--- config.mk ---
export PLATFORM = sky130hd
export DESIGN_NAME = mem_stage
export DESIGN_NICKNAME = d
export VERILOG_FILES = /design/src/rtl/mem_stage.sv
export SDC_FILE = /design/constraint.sdc
export NUM_CORES = 1
export LEC_CHECK = 0
export ABC_AREA = 1
export BUFFER_PORTS_ARGS = -buffer_cell sky130_fd_sc_hd__buf_2
export CAP_MARGIN = 0
export CORE_AREA = 2 2 128 130
export CTS_CLUSTER_SIZE = 20
export DETAILED_ROUTE_END_ITERATION = 10
export DIE_AREA = 0 0 130 132
export GPL_ROUTABILITY_DRIVEN = 0
export PLACE_DENSITY = 0.84
export SKIP_LAST_GASP = 1
export SYNTH_ARGS = -nofsm -noshare
export SYNTH_HDL_FRONTEND = slang
export SYNTH_SLANG_ARGS = --single-unit
--- constraint.sdc ---
create_clock -name clk -period 3.4 [get_ports clk]
set_input_delay 0.51 -clock clk [delete_from_list [all_inputs] [get_ports clk]]
set_output_delay 0.51 -clock clk [all_outputs]
set_load 0.005 [all_outputs]
--- src/rtl/mem_stage.sv ---
// mem_stage: E/M and M/W pipeline registers plus the data-memory
// req/ack access controller with timeout abort.
module mem_stage #(
    parameter int TIMEOUT = 16
) (
    input  logic        clk,
    input  logic        reset,
    input  logic        PCSrcE,
    input  logic        RegWriteE,
    input  logic        MemtoRegE,
    input  logic        MemWriteE,
    input  logic        ByteE,
    input  logic [31:0] ALUResultE,
    input  logic [31:0] WriteDataE,
    input  logic [3:0]  WriteAddrE,
    input  logic [31:0] dmem_rdata,
    input  logic        dmem_ack,
    output logic        dmem_req,
    output logic        dmem_we,
    output logic [31:0] dmem_addr,
    output logic [3:0]  dmem_be,
    output logic [31:0] dmem_wdata,
    output logic [31:0] ALUResultM,
    output logic        StallM,
    output logic        DataAbortM,
    output logic        PCSrcW,
    output logic        RegWriteW,
    output logic        MemtoRegW,
    output logic [31:0] ReadDataW,
    output logic [31:0] ALUOutW,
    output logic [3:0]  WriteAddrW
);

    typedef enum logic {
        IDLE,
        WAIT
    } state_t;

    // Counter value seen in the last request cycle before an abort.
    localparam logic [7:0] CNT_LAST = 8'(TIMEOUT - 1);

    state_t      state_q, state_d;
    logic [7:0]  cnt_q, cnt_d;

    logic        pcsrc_m_q;
    logic        regwrite_m_q;
    logic        memtoreg_m_q;
    logic        memwrite_m_q;
    logic        byte_m_q;
    logic [31:0] alu_m_q;
    logic [31:0] wdata_m_q;
    logic [3:0]  waddr_m_q;

    logic        pcsrc_w_q;
    logic        regwrite_w_q;
    logic        memtoreg_w_q;
    logic [31:0] rdata_w_q;
    logic [31:0] alu_w_q;
    logic [3:0]  waddr_w_q;

    logic        memop;
    logic        abort;
    logic        stall;
    logic [1:0]  lane;
    logic [31:0] rdata_fmt;
    logic [3:0]  be;

    assign memop = memwrite_m_q | (memtoreg_m_q & regwrite_m_q);
    assign abort = (state_q == WAIT) & ~dmem_ack & (cnt_q == CNT_LAST);
    assign stall = memop & ~dmem_ack & ~abort;
    assign lane  = alu_m_q[1:0];

    // Byte-lane enables and zero-extended load data for LDRB/STRB.
    always_comb begin
        be        = 4'b1111;
        rdata_fmt = dmem_rdata;
        if (byte_m_q) begin
            be = 4'b0001 << lane;
            unique case (lane)
                2'd0: rdata_fmt = {24'b0, dmem_rdata[7:0]};
                2'd1: rdata_fmt = {24'b0, dmem_rdata[15:8]};
                2'd2: rdata_fmt = {24'b0, dmem_rdata[23:16]};
                2'd3: rdata_fmt = {24'b0, dmem_rdata[31:24]};
                default: rdata_fmt = dmem_rdata;
            endcase
        end
    end

    // Access FSM state and wait counter.
    always_ff @(posedge clk) begin
        if (reset) begin
            state_q <= IDLE;
            cnt_q   <= 8'd0;
        end else begin
            state_q <= state_d;
            cnt_q   <= cnt_d;
        end
    end

    // Next state: enter WAIT on an unacked request, leave on ack or abort.
    always_comb begin
        state_d = state_q;
        cnt_d   = cnt_q;
        unique case (state_q)
            IDLE: begin
                if (memop && !dmem_ack) begin
                    state_d = WAIT;
                    cnt_d   = 8'd1;
                end
            end
            WAIT: begin
                if (dmem_ack || abort) begin
                    state_d = IDLE;
                    cnt_d   = 8'd0;
                end else begin
                    cnt_d = cnt_q + 8'd1;
                end
            end
            default: begin
                state_d = IDLE;
                cnt_d   = 8'd0;
            end
        endcase
    end

    // E/M register holds its contents while an access is outstanding.
    always_ff @(posedge clk) begin
        if (reset) begin
            pcsrc_m_q    <= 1'b0;
            regwrite_m_q <= 1'b0;
            memtoreg_m_q <= 1'b0;
            memwrite_m_q <= 1'b0;
            byte_m_q     <= 1'b0;
            alu_m_q      <= 32'd0;
            wdata_m_q    <= 32'd0;
            waddr_m_q    <= 4'd0;
        end else if (!stall) begin
            pcsrc_m_q    <= PCSrcE;
            regwrite_m_q <= RegWriteE;
            memtoreg_m_q <= MemtoRegE;
            memwrite_m_q <= MemWriteE;
            byte_m_q     <= ByteE;
            alu_m_q      <= ALUResultE;
            wdata_m_q    <= WriteDataE;
            waddr_m_q    <= WriteAddrE;
        end
    end

    // M/W register takes a bubble while stalled or on an aborted access.
    always_ff @(posedge clk) begin
        if (reset) begin
            pcsrc_w_q    <= 1'b0;
            regwrite_w_q <= 1'b0;
            memtoreg_w_q <= 1'b0;
            rdata_w_q    <= 32'd0;
            alu_w_q      <= 32'd0;
            waddr_w_q    <= 4'd0;
        end else if (stall || abort) begin
            pcsrc_w_q    <= 1'b0;
            regwrite_w_q <= 1'b0;
            memtoreg_w_q <= 1'b0;
        end else begin
            pcsrc_w_q    <= pcsrc_m_q;
            regwrite_w_q <= regwrite_m_q;
            memtoreg_w_q <= memtoreg_m_q;
            rdata_w_q    <= rdata_fmt;
            alu_w_q      <= alu_m_q;
            waddr_w_q    <= waddr_m_q;
        end
    end

    assign dmem_req   = memop;
    assign dmem_we    = memwrite_m_q;
    assign dmem_addr  = {alu_m_q[31:2], 2'b00};
    assign dmem_be    = be;
    assign dmem_wdata = byte_m_q ? {4{wdata_m_q[7:0]}} : wdata_m_q;

    assign ALUResultM = alu_m_q;
    assign StallM     = stall;
    assign DataAbortM = abort;
    assign PCSrcW     = pcsrc_w_q;
    assign RegWriteW  = regwrite_w_q;
    assign MemtoRegW  = memtoreg_w_q;
    assign ReadDataW  = rdata_w_q;
    assign ALUOutW    = alu_w_q;
    assign WriteAddrW = waddr_w_q;

endmodule

==> impl_results.md <==
* Startpoint of the worst hold path: WriteDataE[18]
* Number of synthesized register bits at 153
* Post-CTS sizing at 0
* Arrival time at the worst endpoint at 2.03 ns
* Worst slew margin relative to its limit at 0.351
* Number of buffers added to fix hold violations after cts at 0
* Detailed Route Iter0 Violations at just over 400
* Async S/R FF share, synth at 0
* Post-layout nets at 1,280
* Switch Pwr at around 1200 uW
* RSZ-0062 raised after global routing: false
* Critical path endpoint category: output port
* Number of rows in the core area at 46
* Number of levels the H-tree was split into at 4
* Initial core utilization at 0.441
* Power Total at ~4400 uW
* Multiplexer fraction of the synthesized cell area at 0
* Pre-CTS setup slack at approximately 1.0 ns
* Synthesized-area fraction occupied by and/or/nand/nor cells at 0.339
* Post-CTS Setup Bufs at 0
* Number of vias per cell at between 4 and 5
* CTS buffer count at 17
* Setup_tns at 0 ns
* Final Core Density at 0.542
* Overall global routing resource usage at 0.223
* Max_cap viols at 0
* CP Data Required Time at slightly below 3 ns
* Class of the most critical hold timing path: input port to register
* Routed Antenna Nets at 0
* Vias at 6,909
* P per Cell Area at a little over 500 nW/um^2
* Maximum vdd drop at approximately 290 uV
* WL per Instance at 14.1 um
* Top-count cell post-synth: sky130_fd_sc_hd__nand2_1
* Critical path launch point: cnt_q[0]
* Post-synthesis adder-cell area fraction at 0.00181
* Post-Route Hold Slack at 0.306 ns
* Half-perimeter wire length after detailed placement at about 14,000 um
* Fraction of post-synthesis cell area in the top cell type by area at 0.442
* Global route overflow at 0
* Post-layout min period at around 2.5 ns
* Number of enable-type register cells in the synthesized netlist at 0
* Top cells by instance count after synthesis: sky130_fd_sc_hd__nand2_1 (218), sky130_fd_sc_hd__nor2_1 (155), sky130_fd_sc_hd__dfxtp_1 (153)
* Proportion of power drawn by flip-flops and latches at 0.455
* Setup Viol. Count Final at 0
* Compound-cell area share of the yosys netlist at 0.0809
* Worst reg2reg startpoint: regwrite_m_q
* Outcome: complete, no violations
* Main combinational cell family by area after synthesis: simple AND/OR/NAND/NOR gates
* Sequential element share of the synthesized area at 0.442
* Buffers on Ports at 280
* Global-route wire length before repair at 31,200 um
* Switching fraction of total power at 0.271
* I/O pin cnt at roughly 280
* Share of the synthesized netlist area taken by xor and xnor gates at 0
* Number of slew-limit violations in the final report at 0
* Vias in the first global route at between 6,000 and 7,000
* Top cells by area, synth: sky130_fd_sc_hd__dfxtp_1 (44%), sky130_fd_sc_hd__nand2_1 (12%), sky130_fd_sc_hd__nor2_1 (8.4%), sky130_fd_sc_hd__nand3_1 (7.7%), sky130_fd_sc_hd__nand3b_1 (4.7%)
* Type of the setup path with the least slack: register to output port
* Clock tree buffer depth at 2
* Maximum number of pins on one net before global-route repair at 74
* Final Hold Viols at 0
* Combinational power share at 0.148
* Portion of the clock cycle consumed by the worst path in the final layout at 0.748
* DRC at 0
* Clk network pwr share at 0.397
* Cell type contributing the most total cell area after synthesis: sky130_fd_sc_hd__dfxtp_1
* Crit path launch type: register
* Per-instance average area after synthesis at around 7 sq um
* Diodes inserted at 0
* Routed WL at around 20,000 um
* Syn Std Cell Area at a little under 7000 sq um
* TritonCTS clock tree: yes
* Final critical-path setup slack at 0.856 ns
* Total die area at 17,200 sq um
* Die height at between 100 and 150 um
* Design internal power at 3220 uW
* Pleak at around 0.0043 uW
* Number of antenna violations at the first check in global routing at 0
* Clk sink count at between 150 and 200
* Synth unique cells at 26
* Pin slew with the least headroom to its limit at 0.972 ns
* Width of the die at ~130 um
* Clock Latency Late Sink at 0.41 ns
* Flip-flop cell with the highest count after synthesis: sky130_fd_sc_hd__dfxtp_1
* Share of cells above drive strength 1 at 0.281
* Count of mapped cells out of synthesis at just under 1,000
* Area growth from synthesis to layout at 23.0%
* Pre-antenna DRT Iters at 5
* Highest clock rate at between 0.3 and 0.4 GHz
* Core area at 15,700 sq um
* Number of warnings reported in the yosys synthesis log at 0
* Clock slew seen by the registers of the worst setup and hold paths at approximately 0.060 ns
* Clock Root Buffer: sky130_fd_sc_hd__clkbuf_16
* Clock Skew at about 0.013 ns
* Worst-path fanout max at 68
-- metal layers --
layer,track usage,vias to the layer above,share of wire
met5,0,-,0
met3,0.0576,24,0.074
li1,-,3440,-
met1,0.275,3165,0.41
met4,0.0705,0,0.015
met2,0.377,280,0.50
-- state kept, by name, summed over array words and instances, names as in the netlist, 4 cells and up --
signal,flops
ALUOutW,32
ALUResultM,32
ReadDataW,32
wdata_m_q,32
cnt_q,8
WriteAddrW,4
waddr_m_q,4
-- cell usage in the layout (no fill, tap or decap), drive strengths merged, types with 22 or more instances in the layout --
cell type and instances:
buf 291, nand2 219, nor2 157, dfxtp 153, nand3 106, o21ai 63
inv 59, a21oi 47, nand3b 43, clkbuf 22
-- final cells by class --
cell class,count,area (sq um)
Clock buffer,22,444
Clock inverter,10,95.1
Fill cell,1519,7190
Inverter,58,219
Multi-Input combinational cell,650,2930
Sequential cell,153,3060
Tap cell,216,270
Timing Repair Buffer,291,1500
-- path summary, 6_finish.rpt --
check | end | slack, ns | depth (start not counted)
worst max-delay path | DataAbortM | 0.86 | 7
worst min-delay path | wdata_m_q[18] | 0.31 | 3
worst max register to register | ALUOutW[27] | 1.20 | 8
worst min register to register | PCSrcW | 0.44 | 2
-- stage by stage --
stage | instance area (sq um) | std cells
6_report | 8520 | 1400
5_1_grt | 8520 | 1400
4_1_cts | 8520 | 1400
3_5_place_dp | 7980 | 1368
3_3_place_gp | 7980 | 1368
2_1_floorplan | 6930 | 964
-- critical path, stage by stage, from the launching register on --
cell and delay (ns):
sky130_fd_sc_hd__dfxtp_1 0.33, sky130_fd_sc_hd__ha_1 0.22, sky130_fd_sc_hd__nand2_1 0.11, sky130_fd_sc_hd__nor2_2 0.07
sky130_fd_sc_hd__nand4_4 0.08, sky130_fd_sc_hd__buf_4 0.54, sky130_fd_sc_hd__inv_1 0.08, sky130_fd_sc_hd__buf_2 0.15
-- cells by family after synthesis --
| logic type | after synthesis |
|---|---|
| AO/OA/AOI/OAI | 111 |
| buffers and inverters | 161 |
| other | 1 |
| adder cells (fa/ha/maj) | 1 |
| flip-flops | 153 |
| AND/OR/NAND/NOR | 536 |
-- power groups by stage --
| stage | combinational [uW] | sequential, uW | clock, uW |
|---|---|---|---|
| 5_1_grt | 736 | 2030 | 1870 |
| 3_3_place_gp | 643 | 2050 | 0 |
| 3_5_place_dp | 656 | 2050 | 0 |
| 2_1_floorplan | 412 | 2040 | 0 |
| 6_report | 654 | 2010 | 1750 |
| 4_1_cts | 659 | 2010 | 1790 |
No activity file was read; power rests on OpenSTA's default activity.
